### src/rtl/restador_pkg.sv
// Shared constants for the bit-serial subtractor: FSM state encoding and default width.
package restador_pkg;

  localparam logic [1:0] ST_IDLE  = 2'd0;
  localparam logic [1:0] ST_SHIFT = 2'd1;
  localparam logic [1:0] ST_DONE  = 2'd2;

  localparam int unsigned RESTADOR_N_DEF = 4;

endpackage

### src/rtl/restador_completo_1_bit.sv
// 1-bit full-subtractor cell: d = x - y - b_in, with borrow out.
module restador_completo_1_bit (
  input  logic x,
  input  logic y,
  input  logic b_in,
  output logic d,
  output logic b_out
);

  assign d     = x ^ y ^ b_in;
  assign b_out = (~x & y) | (~(x ^ y) & b_in);

endmodule

### src/rtl/restador_serie_ctrl.sv
// Bit-serial N-bit subtractor (d = x - y - b_in), LSB-first through one 1-bit cell.
// Define RESTADOR_OVF_EN to add the registered signed-overflow output ovf.
module restador_serie_ctrl
  import restador_pkg::*;
#(
  parameter int unsigned N = RESTADOR_N_DEF
) (
  input  logic         clk,
  input  logic         rst,
  input  logic         start,
  input  logic [N-1:0] x,
  input  logic [N-1:0] y,
  input  logic         b_in,
  output logic         busy,
  output logic         done,
  output logic [N-1:0] d,
`ifdef RESTADOR_OVF_EN
  output logic         ovf,
`endif
  output logic         b_out
);

  localparam int unsigned CW = $clog2(N);
  localparam logic [CW-1:0] CntLast = CW'(N - 1);

  logic [1:0]    state_q, state_d;
  logic [CW-1:0] cnt_q;
  logic [N-1:0]  xs_q, ys_q, d_q;
  logic          brw_q, b_out_q;
  logic          cell_d, cell_b;
  logic          last;

`ifdef RESTADOR_OVF_EN
  logic sx_q, sy_q, ovf_q;
`endif

  restador_completo_1_bit u_cell (
    .x     (xs_q[0]),
    .y     (ys_q[0]),
    .b_in  (brw_q),
    .d     (cell_d),
    .b_out (cell_b)
  );

  assign last = (cnt_q == CntLast);

  always_comb begin
    state_d = state_q;
    unique case (state_q)
      ST_IDLE:  if (start) state_d = ST_SHIFT;
      ST_SHIFT: if (last) state_d = ST_DONE;
      ST_DONE:  state_d = ST_IDLE;
      default:  state_d = ST_IDLE;
    endcase
  end

  always_ff @(posedge clk) begin
    if (rst) begin
      state_q <= ST_IDLE;
      cnt_q   <= '0;
      xs_q    <= '0;
      ys_q    <= '0;
      d_q     <= '0;
      brw_q   <= 1'b0;
      b_out_q <= 1'b0;
`ifdef RESTADOR_OVF_EN
      sx_q    <= 1'b0;
      sy_q    <= 1'b0;
      ovf_q   <= 1'b0;
`endif
    end else begin
      state_q <= state_d;
      case (state_q)
        ST_IDLE: begin
          if (start) begin
            xs_q  <= x;
            ys_q  <= y;
            brw_q <= b_in;
            cnt_q <= '0;
            d_q   <= '0;
`ifdef RESTADOR_OVF_EN
            sx_q  <= x[N-1];
            sy_q  <= y[N-1];
`endif
          end
        end
        ST_SHIFT: begin
          xs_q  <= xs_q >> 1;
          ys_q  <= ys_q >> 1;
          d_q   <= {cell_d, d_q[N-1:1]};
          brw_q <= cell_b;
          cnt_q <= cnt_q + CW'(1);
          if (last) begin
            b_out_q <= cell_b;
`ifdef RESTADOR_OVF_EN
            // The final diff bit is the result sign, so overflow is ready with done.
            ovf_q   <= (sx_q ^ sy_q) & (sx_q ^ cell_d);
`endif
          end
        end
        default: ;
      endcase
    end
  end

  assign busy  = (state_q == ST_SHIFT) || (state_q == ST_DONE);
  assign done  = (state_q == ST_DONE);
  assign d     = d_q;
  assign b_out = b_out_q;
`ifdef RESTADOR_OVF_EN
  assign ovf   = ovf_q;
`endif

endmodule

### config.mk
export PLATFORM = sky130hd
export DESIGN_NAME = restador_serie_ctrl
export DESIGN_NICKNAME = d
export VERILOG_FILES = /design/src/rtl/restador_pkg.sv /design/src/rtl/restador_completo_1_bit.sv /design/src/rtl/restador_serie_ctrl.sv
export SDC_FILE = /design/constraint.sdc
export NUM_CORES = 1
export LEC_CHECK = 0
export CORE_MARGIN = 10
export CORE_UTILIZATION = 51
export CTS_BUF_LIST = sky130_fd_sc_hd__clkbuf_8
export CTS_CLUSTER_SIZE = 24
export DETAILED_ROUTE_END_ITERATION = 10
export PLACE_DENSITY = 0.87
export SLEW_MARGIN = 30
export SYNTH_ARGS = -nofsm -noshare
export SYNTH_HDL_FRONTEND = slang
export SYNTH_SLANG_ARGS = --single-unit
export TNS_END_PERCENT = 10
### constraint.sdc
create_clock -name clk -period 3 [get_ports clk]
set_clock_uncertainty 0.2 [all_clocks]
set_input_delay 0.6 -clock clk [delete_from_list [all_inputs] [get_ports clk]]
set_output_delay 0.6 -clock clk [all_outputs]
set_load 0.005 [all_outputs]
Word-level counts from Yosys, hierarchy flattened
Cells that the tools add are included.
{ "word_totals": {"regBits": 18, "output_inout_bits": 7, "elab_cells": 39} }
{ "classes": {"addsub": 1, "bitwise": 7, "n_mux": 13, "n_reduce_logical": 6, "eq_ne": 5} }
{ "op_table": {"columns": ["op", "n"], "rows": [
  ["4-bit one-hot mux with 2 select lines", 3],
  ["4-bit 2-to-1 mux", 3],
  ["2-bit one-hot mux with 2 select lines", 2],
  ["2-bit 2-to-1 mux", 3],
  ["2-bit AND reduction", 3],
  ["2-bit equality test (second input constant)", 2],
  ["2-bit != test (second input constant)", 2],
  ["2-bit by 1-bit adder with 2-bit output (second input constant)", 1],
  ["1-bit bitwise AND", 2],
  ["2-bit by 1-bit equality test with 1-bit output (second input constant)", 1],
  ["2-bit logical NOT", 1],
  ["1-bit inverter", 2],
  ["1-bit one-hot mux with 2 select lines", 1],
  ["2-bit nonzero test", 1],
  ["1-bit XOR", 2],
  ["1-bit logical OR", 1],
  ["1-bit 2-to-1 mux", 1],
  ["1-bit OR", 1]
]} }

Longest topological paths before layout
Gate-level depths: netlist of the first run.
{ "logic_depth": {"depth_word": 5, "ltp_mapped": 6, "mapped_depth_nobuf": 5} }

Modules after synthesis
From an unflattened synthesis of the first run, not the netlist that was laid out.
{ "unflattened": {"hier_cells": 96, "area_unflattened_um2": 935.9} }
{ "modules_own_cells": {"columns": ["mod", "seq_area_each_um2", "cells_each", "area_each_um2", "instances"], "rows": [
  ["restador_serie_ctrl", 360.3, 92, 904.6, 1],
  ["restador_completo_1_bit", 0.0, 4, 31.3, 1]
]} }

Least setup slack after synthesis of the first run
No wires, ideal clock.
{ "synth_path": {"kind": "reg2reg", "startpoint": "register state_q[0]", "endpoint": "register xs_q[3]", "slack_ns": 1.434, "synth_period_minus_slack_ns": 1.566, "required_time_ns": 2.668, "arrival_time_ns": 1.234, "setup_ns": 0.132, "stages_incl_launch_ff": 7, "path_cell_list": "dfxtp_1 > inv_1 > ha_1 > mux2_4 > buf_6 > nand3b_1 > a21oi_1"} }
{ "synth_between": {"elab_chain_cells": 3, "word_cells_on_any_way": 6, "classes_between": "eq/ne: 2; mux: 1; reduce/logical: 3"} }
{ "synth_lines": {"columns": ["item", "line", "text"], "rows": [
  ["start, declared", "restador_serie_ctrl.sv:26", "logic [1:0] state_q, state_d;"],
  ["start signal, assigned", "restador_serie_ctrl.sv:72", "state_q <= state_d;"],
  ["2-bit by 1-bit equality test with 1-bit output or 2-bit logical NOT (tied branches)", "restador_serie_ctrl.sv:73", "case (state_q)"],
  ["2-bit nonzero test (no line) or 2-bit != test (tied branches)", null, null],
  ["2-bit AND reduction (no line)", null, null],
  ["end signal, assigned", "restador_serie_ctrl.sv:88", "xs_q <= xs_q >> 1;"],
  ["end, declared", "restador_serie_ctrl.sv:28", "logic [N-1:0] xs_q, ys_q, d_q;"]
]} }
Parallel ways exist; a longest one is shown, timed or not.
A chain may end at the register's enable or synchronous reset.

Worst setup path in the final report of the first run
{ "layout_path": {"startpoint": "register state_q[1]", "endpoint": "output busy"} }
{ "layout_between": {"elab_chain_cells": 2, "word_cells_on_any_way": 3, "classes_between": "eq/ne: 2; reduce/logical: 1"} }
{ "layout_lines": {"columns": ["item", "line", "text"], "rows": [
  ["2-bit by 1-bit equality test with 1-bit output or 2-bit equality test (tied branches)", "restador_serie_ctrl.sv:106", "assign busy = (state_q == ST_SHIFT) || (state_q == ST_DONE);"],
  ["1-bit logical OR *", "restador_serie_ctrl.sv:106", null],
  ["end, declared", "restador_serie_ctrl.sv:14", "output logic busy,"]
]} }
Mark *: on every way between the ends. The rest lies on a longest branch, timed or not.

==> run metrics, run 1 <==
CORE AREA=0.00152 mm^2; Pleak=0.403 nW; First-pass DRT Iterations=4; Hold Crit Class=reg -> reg; hold path cells=2; status=completed; Remaining Overflow, GRT=0; Antenna Nets Post-Route=0; clock latency at the later pin of the worst-skew pair=250 ps; Hold Path Sink=ys_q[3]; Buf/Inv on CP=2; Final Non-Filler Cells=118; fin crit share=0.748; synth unique cells=20; die span in x=60.4 um; Peak VDD IR=0.000325 V; CP max stage delay=500 ps; shortest period the worst path allows=2240 ps; setup TNS=0 ps; final worst slack=756 ps; # nets final=121; synth warn=0; initial antenna violation count=0; Placed Instances=115; IO Pins=19; Setup CP Type=reg -> out; die height=60.4 um; Slew Viols, Final=0; clock tree buffer depth=2; vias in the first global route=655; # DRC=0; initial core utilization=0.546; synthesized flop and latch total=18; port bufs=18; FP Rows=14; Cell Pwr Density=510 mW/mm^2; cts-stage hold buffer count=0; Synth Area per Inst=9.67 um^2; cell chain of the critical path=inv_1 > ha_1 > clkdlybuf4s50_1; CP max-delay cell=clkdlybuf4s50_1; Data arrival, critical path=1440 ps; cell count after synthesis=86; hold path start=ys_q[3]; CTS tree=done; Final Hold Vio Count=0; hpwl dp=1.24 mm; die area=0.00365 mm^2; # setup viols final=0; routed wire length=1.66 mm; DP Worst Slack=910 ps; largest net degree at the start of global routing=19; delay-heaviest family, CP=buffers and inverters; R2R Setup Slk=1020 ps; Sink Count=18; Total GRT Usage=0.0997; initial DRC count=13; Setup Buffers After CTS=0; post-CTS resize count=0; Max-Cap Viols=0; routed len/inst=14.0 um; unrepaired setup endpoints after global routing=no; ant diodes=0; highest clock rate=0.446 GHz; syn_nets=103; Least-Margin Pin Slew=582 ps; synthesized area=832 um^2; Reg2Reg Depth=6; most frequent cells in the layout=dfxtp_1, clkdlybuf4s50_1, nor2_1, mux2i_1, a211oi_1; clk slew on worst S/H paths=60 ps; Seq/Total Area, Yosys=0.433; vias per cell=5.58; Critical path origin=state_q[1]; Power Total=0.000532 W; worst flop-to-flop path endpoint=xs_q[3]; H-tree depth=1; Rel. slew slack=0.601; first-pass GRT wire length=2.80 mm; Crit. End Element=output pin; CTS root buf=clkbuf_8; Worst EP required=2200 ps; P&R area growth vs syn=25.3%; worst-path fanout max=3; routed via count=658; Setup crit start kind=flop; final core utilization=0.684; share of layout cells above drive strength 1=0.0490; gpl congestion=0.765; CTS Buf Count=3; Worst R2R Start=state_q[1]
-- cell type report --
| cell class | instances | area (um^2) |
|---|---|---|
| fillers | 135 | 482 |
| multi-input cells | 56 | 410 |
| repair buffers | 19 | 188 |
| inverters | 6 | 22.5 |
| clock buffers | 3 | 41.3 |
| well taps | 16 | 20.0 |
| flip-flops and latches | 18 | 360 |
-- registers in the layout (all words and copies together), names as in the netlist --
| register | count |
|---|---|
| d | 4 |
| xs_q | 4 |
| ys_q | 4 |
| cnt_q | 2 |
| state_q | 2 |
| b_out | 1 |
| brw_q | 1 |
-- stage by stage --
stage,area (um^2),hold slack (ps)
finish,1040,261
global route,1040,295
CTS,1040,270
detailed placement,1000,261
global placement,1000,250
floorplan,832,232
-- report_power, final --
part / switching, W / internal [W]
Sequential: 0.00000962 / 0.000256
Clock: 0.0000727 / 0.0000890
Combinational: 0.0000522 / 0.0000518
Total: 0.000135 / 0.000397
-- synth_stat cells, drive strengths merged --
library cell,count,area share
dfxtp,18,0.43
nor2,12,0.054
a211oi,8,0.072
mux2i,8,0.096
a21oi,6,0.036
inv,6,0.027
a32oi,5,0.053
buf,4,0.038
ha,4,0.060
nand2,3,0.014
nand3b,3,0.027
clkbuf,2,0.0090
nand2b,2,0.015
a311oi,1,0.011
fa,1,0.024
mux2,1,0.018
nor2b,1,0.0075
nor3,1,0.0060
-- cells by family after synthesis --
family          count (synthesis)  share of synthesized area
flops                          18                      0.433
buf+inv                        12                     0.0737
compound gates                 20                      0.171
simple gates                   22                      0.123
fa+ha+maj                       5                     0.0842
mux                             9                      0.114
-- worst max path at each step --
stage	to	slack, ps	cells past startpoint
after global routing	busy	650	3
after floorplan	xs_q[3]	1430	6
after CTS	busy	730	3
final	busy	760	3
after global placement	ys_q[3]	960	4
after detailed placement	xs_q[3]	910	4
-- worst register-to-register path, cell delays in order, from the launching register on --
cell	delay, ps
dfxtp_1	360
inv_1	70
ha_1	320
buf_4	250
mux2i_1	460
nand2_1	120
a21oi_1	130
-- metal layers --
metal / global-route usage / vias to the layer above / share of wire
met4: 0.0481 / 0 / 0.015
met3: 0.0501 / 3 / 0.10
li1: - / 337 / -
met2: 0.162 / 24 / 0.46
met1: 0.105 / 294 / 0.43
met5: 0 / - / 0
Power figures use the tool's default switching activity.
==> inputs of run 2 (changes only) <==
--- a/config.mk
+++ b/config.mk
@@ -6,11 +6,11 @@
 export NUM_CORES = 1
 export LEC_CHECK = 0
 export CORE_MARGIN = 10
-export CORE_UTILIZATION = 51
+export CORE_UTILIZATION = 50
 export CTS_BUF_LIST = sky130_fd_sc_hd__clkbuf_8
 export CTS_CLUSTER_SIZE = 24
 export DETAILED_ROUTE_END_ITERATION = 10
-export PLACE_DENSITY = 0.87
+export PLACE_DENSITY = 0.86
 export SLEW_MARGIN = 30
 export SYNTH_ARGS = -nofsm -noshare
 export SYNTH_HDL_FRONTEND = slang
==> constraint.sdc (replaced) <==
create_clock -name clk -period 2.1 [get_ports clk]
set_clock_uncertainty 0.2 [all_clocks]
set_input_delay 0.42 -clock clk [delete_from_list [all_inputs] [get_ports clk]]
set_output_delay 0.42 -clock clk [all_outputs]
set_load 0.005 [all_outputs]
==> run metrics, run 2 (synthesis results as in run 1) <==
Post-DP Area=0.00102 mm^2 (+2.2%); Reg2Reg Depth=5 (-1); die height=60.8 um (+0.67%); CTS root buf=clkbuf_8; IO Pins=19 (unchanged); most frequent cells in the layout=clkdlybuf4s50_1, dfxtp_1, nor2_1, mux2i_1, a211oi_1; Rel. slew slack=0.762 (+0.161); CP max-delay cell=clkdlybuf4s50_1; Sink Count=18 (unchanged); CTS Buf Count=3 (unchanged); unrepaired setup endpoints after global routing=no; die area=0.00370 mm^2 (+1.3%); Fill cells=122 (-9.6%); P&R area growth vs syn=29.9%; initial antenna violation count=0 (unchanged); CP max stage delay=490 ps (about the same); First-pass DRT Iterations=4 (unchanged); Worst Setup EP=busy; Final Hold Vio Count=0 (unchanged); Setup Buffers After CTS=0 (unchanged); Peak VDD IR=0.000518 V (+59%); Final Non-Filler Cells=122 (+3.4%); highest clock rate=0.490 GHz; Setup crit start kind=flop; final core utilization=0.701 (+0.0174); FP Rows=14 (unchanged); cell chain of the critical path=inv_1 > ha_1 > clkdlybuf4s50_1; Cell Pwr Density=761 mW/mm^2 (+49%); first-pass GRT wire length=3.15 mm (+12%); port bufs=18 (unchanged); Worst R2R Start=state_q[1]; cts-stage hold buffer count=0 (unchanged); hpwl dp=1.38 mm (+11%); Worst EP required=1480 ps (-720 ps); Antenna Nets Post-Route=0 (unchanged); share of layout cells above drive strength 1=0.104 (+0.0548); routed via count=676 (+2.7%); vias per cell=5.54 (-0.63%); Slew Viols, Final=0 (unchanged); die span in x=60.8 um (+0.67%); Hold Crit Class=reg -> reg; Data arrival, critical path=1420 ps (-20 ps); # setup viols final=0 (unchanged); ant diodes=0 (unchanged); routed wire length=1.78 mm (+7.7%); fin area=0.00108 mm^2 (+3.7%); worst-path fanout max=3 (unchanged); largest net degree at the start of global routing=17 (-2); status=completed; clock tree buffer depth=2 (unchanged); clk slew on worst S/H paths=60 ps (about the same); routed len/inst=14.6 um (+4.2%); initial core utilization=0.540 (-0.00620); Buf/Inv on CP=2 (unchanged); CORE AREA=0.00154 mm^2 (+1.1%); Least-Margin Pin Slew=356 ps (-226 ps); worst flop-to-flop path endpoint=brw_q; vias in the first global route=719 (+9.8%); clock latency at the later pin of the worst-skew pair=250 ps (about the same); H-tree depth=1 (unchanged); R2R Setup Slk=430 ps (-590 ps); Max-Cap Viols=0 (unchanged); hold path cells=2 (unchanged); setup TNS=0 ps (unchanged); CTS tree=done; commonest non-fill, non-tap cell in the layout=clkdlybuf4s50_1; shortest period the worst path allows=2040 ps; register area=363 um^2 (+0.69%); multi-input logic area=410 um^2 (unchanged); CP Depth=3 (unchanged); Pleak=0.426 nW (+5.6%); Critical path origin=state_q[0]; Crit. End Element=output pin; # DRC=0 (unchanged); initial DRC count=9 (-4); # nets final=124 (+2.5%); gpl congestion=0.739 (-3.4%); Remaining Overflow, GRT=0 (unchanged); Placed Instances=118 (+2.6%); fin crit share=0.971; Setup CP Type=reg -> out; delay-heaviest family, CP=buffers and inverters; Total GRT Usage=0.111 (+0.0112)
## run 2: layout make-up
class	count	share of cell area
clock buffer	4	0.0509
inverter	6	0.0208
multi-input combinational	56	0.380
sequential	18	0.336
tap	16	0.0185
timing repair buffer	22	0.194
## run 2: how the worst min path moves through the flow
stage	startpoint	to	slack, ps
final	ys_q[3]	ys_q[3]	250
after global routing	ys_q[3]	ys_q[3]	300
after CTS	ys_q[3]	ys_q[3]	260
after detailed placement	ys_q[3]	ys_q[3]	250
after global placement	ys_q[3]	ys_q[3]	250
after floorplan	xs_q[3]	xs_q[3]	230
## run 2: where the power goes
part	total [W]	internal (W)	leakage, nW	switching, W
Combinational	0.000161	0.0000809	0.249	0.0000803
Clock	0.000282	0.000167	0.0288	0.000115
Sequential	0.000380	0.000366	0.148	0.0000140
## run 2: layer usage
| metal | part of all wire | vias up | track usage |
|---|---|---|---|
| met4 | 0.012 | 0 | 0.0470 |
| met3 | 0.075 | 4 | 0.0480 |
| met2 | 0.48 | 14 | 0.183 |
| met5 | 0 | - | 0 |
| met1 | 0.43 | 313 | 0.121 |
| li1 | - | 345 | - |
## run 2: timing repair
action / 4_1_cts / 5_1_grt
endpoints found under the hold margin: 0 / 0
resized for setup: 1 / 1
endpoints found under the setup margin: 1 / 1
## run 2: stage by stage
step	hold slack (ps)	total power (W)	setup WS, ps
2_1_floorplan	232	0.000495	534
3_3_place_gp	248	0.000542	305
3_5_place_dp	249	0.000549	279
4_1_cts	257	0.000830	35.5
5_1_grt	297	0.000864	9.98
6_report	254	0.000823	60.8
## run 2: worst min-delay path: cells and delay by family, from the launching register on
kind,cells,cell delay [ps]
and+or+nand+nor,1,50
AOI/OAI and AO/OA,1,50
DFF,1,310
==> RTL edit (config.mk and constraints of run 2) <==
Build with the macro `RESTADOR_OVF_EN` defined.
--- a/src/rtl/restador_serie_ctrl.sv
+++ b/src/rtl/restador_serie_ctrl.sv
@@ -1,5 +1,7 @@
 // Bit-serial N-bit subtractor (d = x - y - b_in), LSB-first through one 1-bit cell.
 // Define RESTADOR_OVF_EN to add the registered signed-overflow output ovf.
+`define RESTADOR_OVF_EN
+
 module restador_serie_ctrl
   import restador_pkg::*;
 #(
Check against the original RTL (old outputs only; new: ovf): equivalent (equiv_simple and equiv_induct, registers matched by name and starting in step).
==> RTL edit against run 2 <==
  * Routed wire length increased by 35%
  * Synthesized area increased by 32%
  * Total power increased by 11%
  * Via count increased by 33%
  * Setup slack improved by 0.11 ns
  * Final area increased by 25%
  * Sequential cell count increased by 3
  * Cell count increased by 33%
  * Critical path type unchanged
==> RTL edit: results <==
{
  "critical_path.endpoint": "done",
  "first_global_vias": 937,
  "grt_start_max_net_pins": 16,
  "initial_drc_count": 29,
  "arrival_ns": 1.30,
  "outcome": "finished, final reports clean",
  "met2_usage_pct": 19.5,
  "wire_length_of_the_first_global_routing_pass_um": 4200,
  "wl_per_cell_um": 14.8,
  "mappedNetlistNets": 132,
  "io_buffers": 19,
  "total_leakage_power_nw": 0.517,
  "synth_compound_gate_area_share_pct": 22.8,
  "clock_power_share_pct": 27.7,
  "hold_ws_ns": 0.289,
  "worst_r2r_dst": "ys_q[2]",
  "place_congestion": 0.825,
  "net-switching-power_w": 0.000254,
  "synth.cells.most_frequent": "21 x dfxtp_1, 13 x a21oi_1, 9 x nor2_1",
  "multiplexer_share_of_the_synthesized_area_pct": 12.9,
  "post_cts.resized_instances": 0,
  "worst_slew_pin_slew_ns": 0.529,
  "groute.layer.met1.usage_pct": 13.1,
  "vias": 896,
  "synth.lib_cells_used.distinct": 25
}
==> RTL edit: cell count changes in the layout (fill, tap and decap cells not counted), sizes merged, moves of 3 or more <==
cell,run 2,this run
nand2,3,8
a21oi,6,13
mux2,1,6
dfxtp,18,21
nand3b,3,0
nor2,12,9
o21ai,0,3
==> RTL edit: power groups by stage <==
stage	sequential, W	clock (W)	combinational [W]
after detailed placement	0.000450	0	0.000217
final	0.000442	0.000253	0.000217
after global placement	0.000449	0	0.000208
after global routing	0.000445	0.000275	0.000243
after CTS	0.000441	0.000260	0.000219
after floorplan	0.000446	0	0.000161
==> RTL edit: layout make-up <==
type | instances | area [um^2]
multi-input combinational | 78 | 592
clock inverter | 1 | 3.75
sequential | 21 | 422
clock buffer | 3 | 41.3
inverter | 7 | 26.3
timing repair buffer | 25 | 238
fill | 167 | 666
tap | 27 | 33.8
==> RTL edit: tightest hold or removal path: stages (launching register included) <==
cell and delay [ns]:
dfxtp_1 0.31, o21ai_0 0.07, a21oi_1 0.06
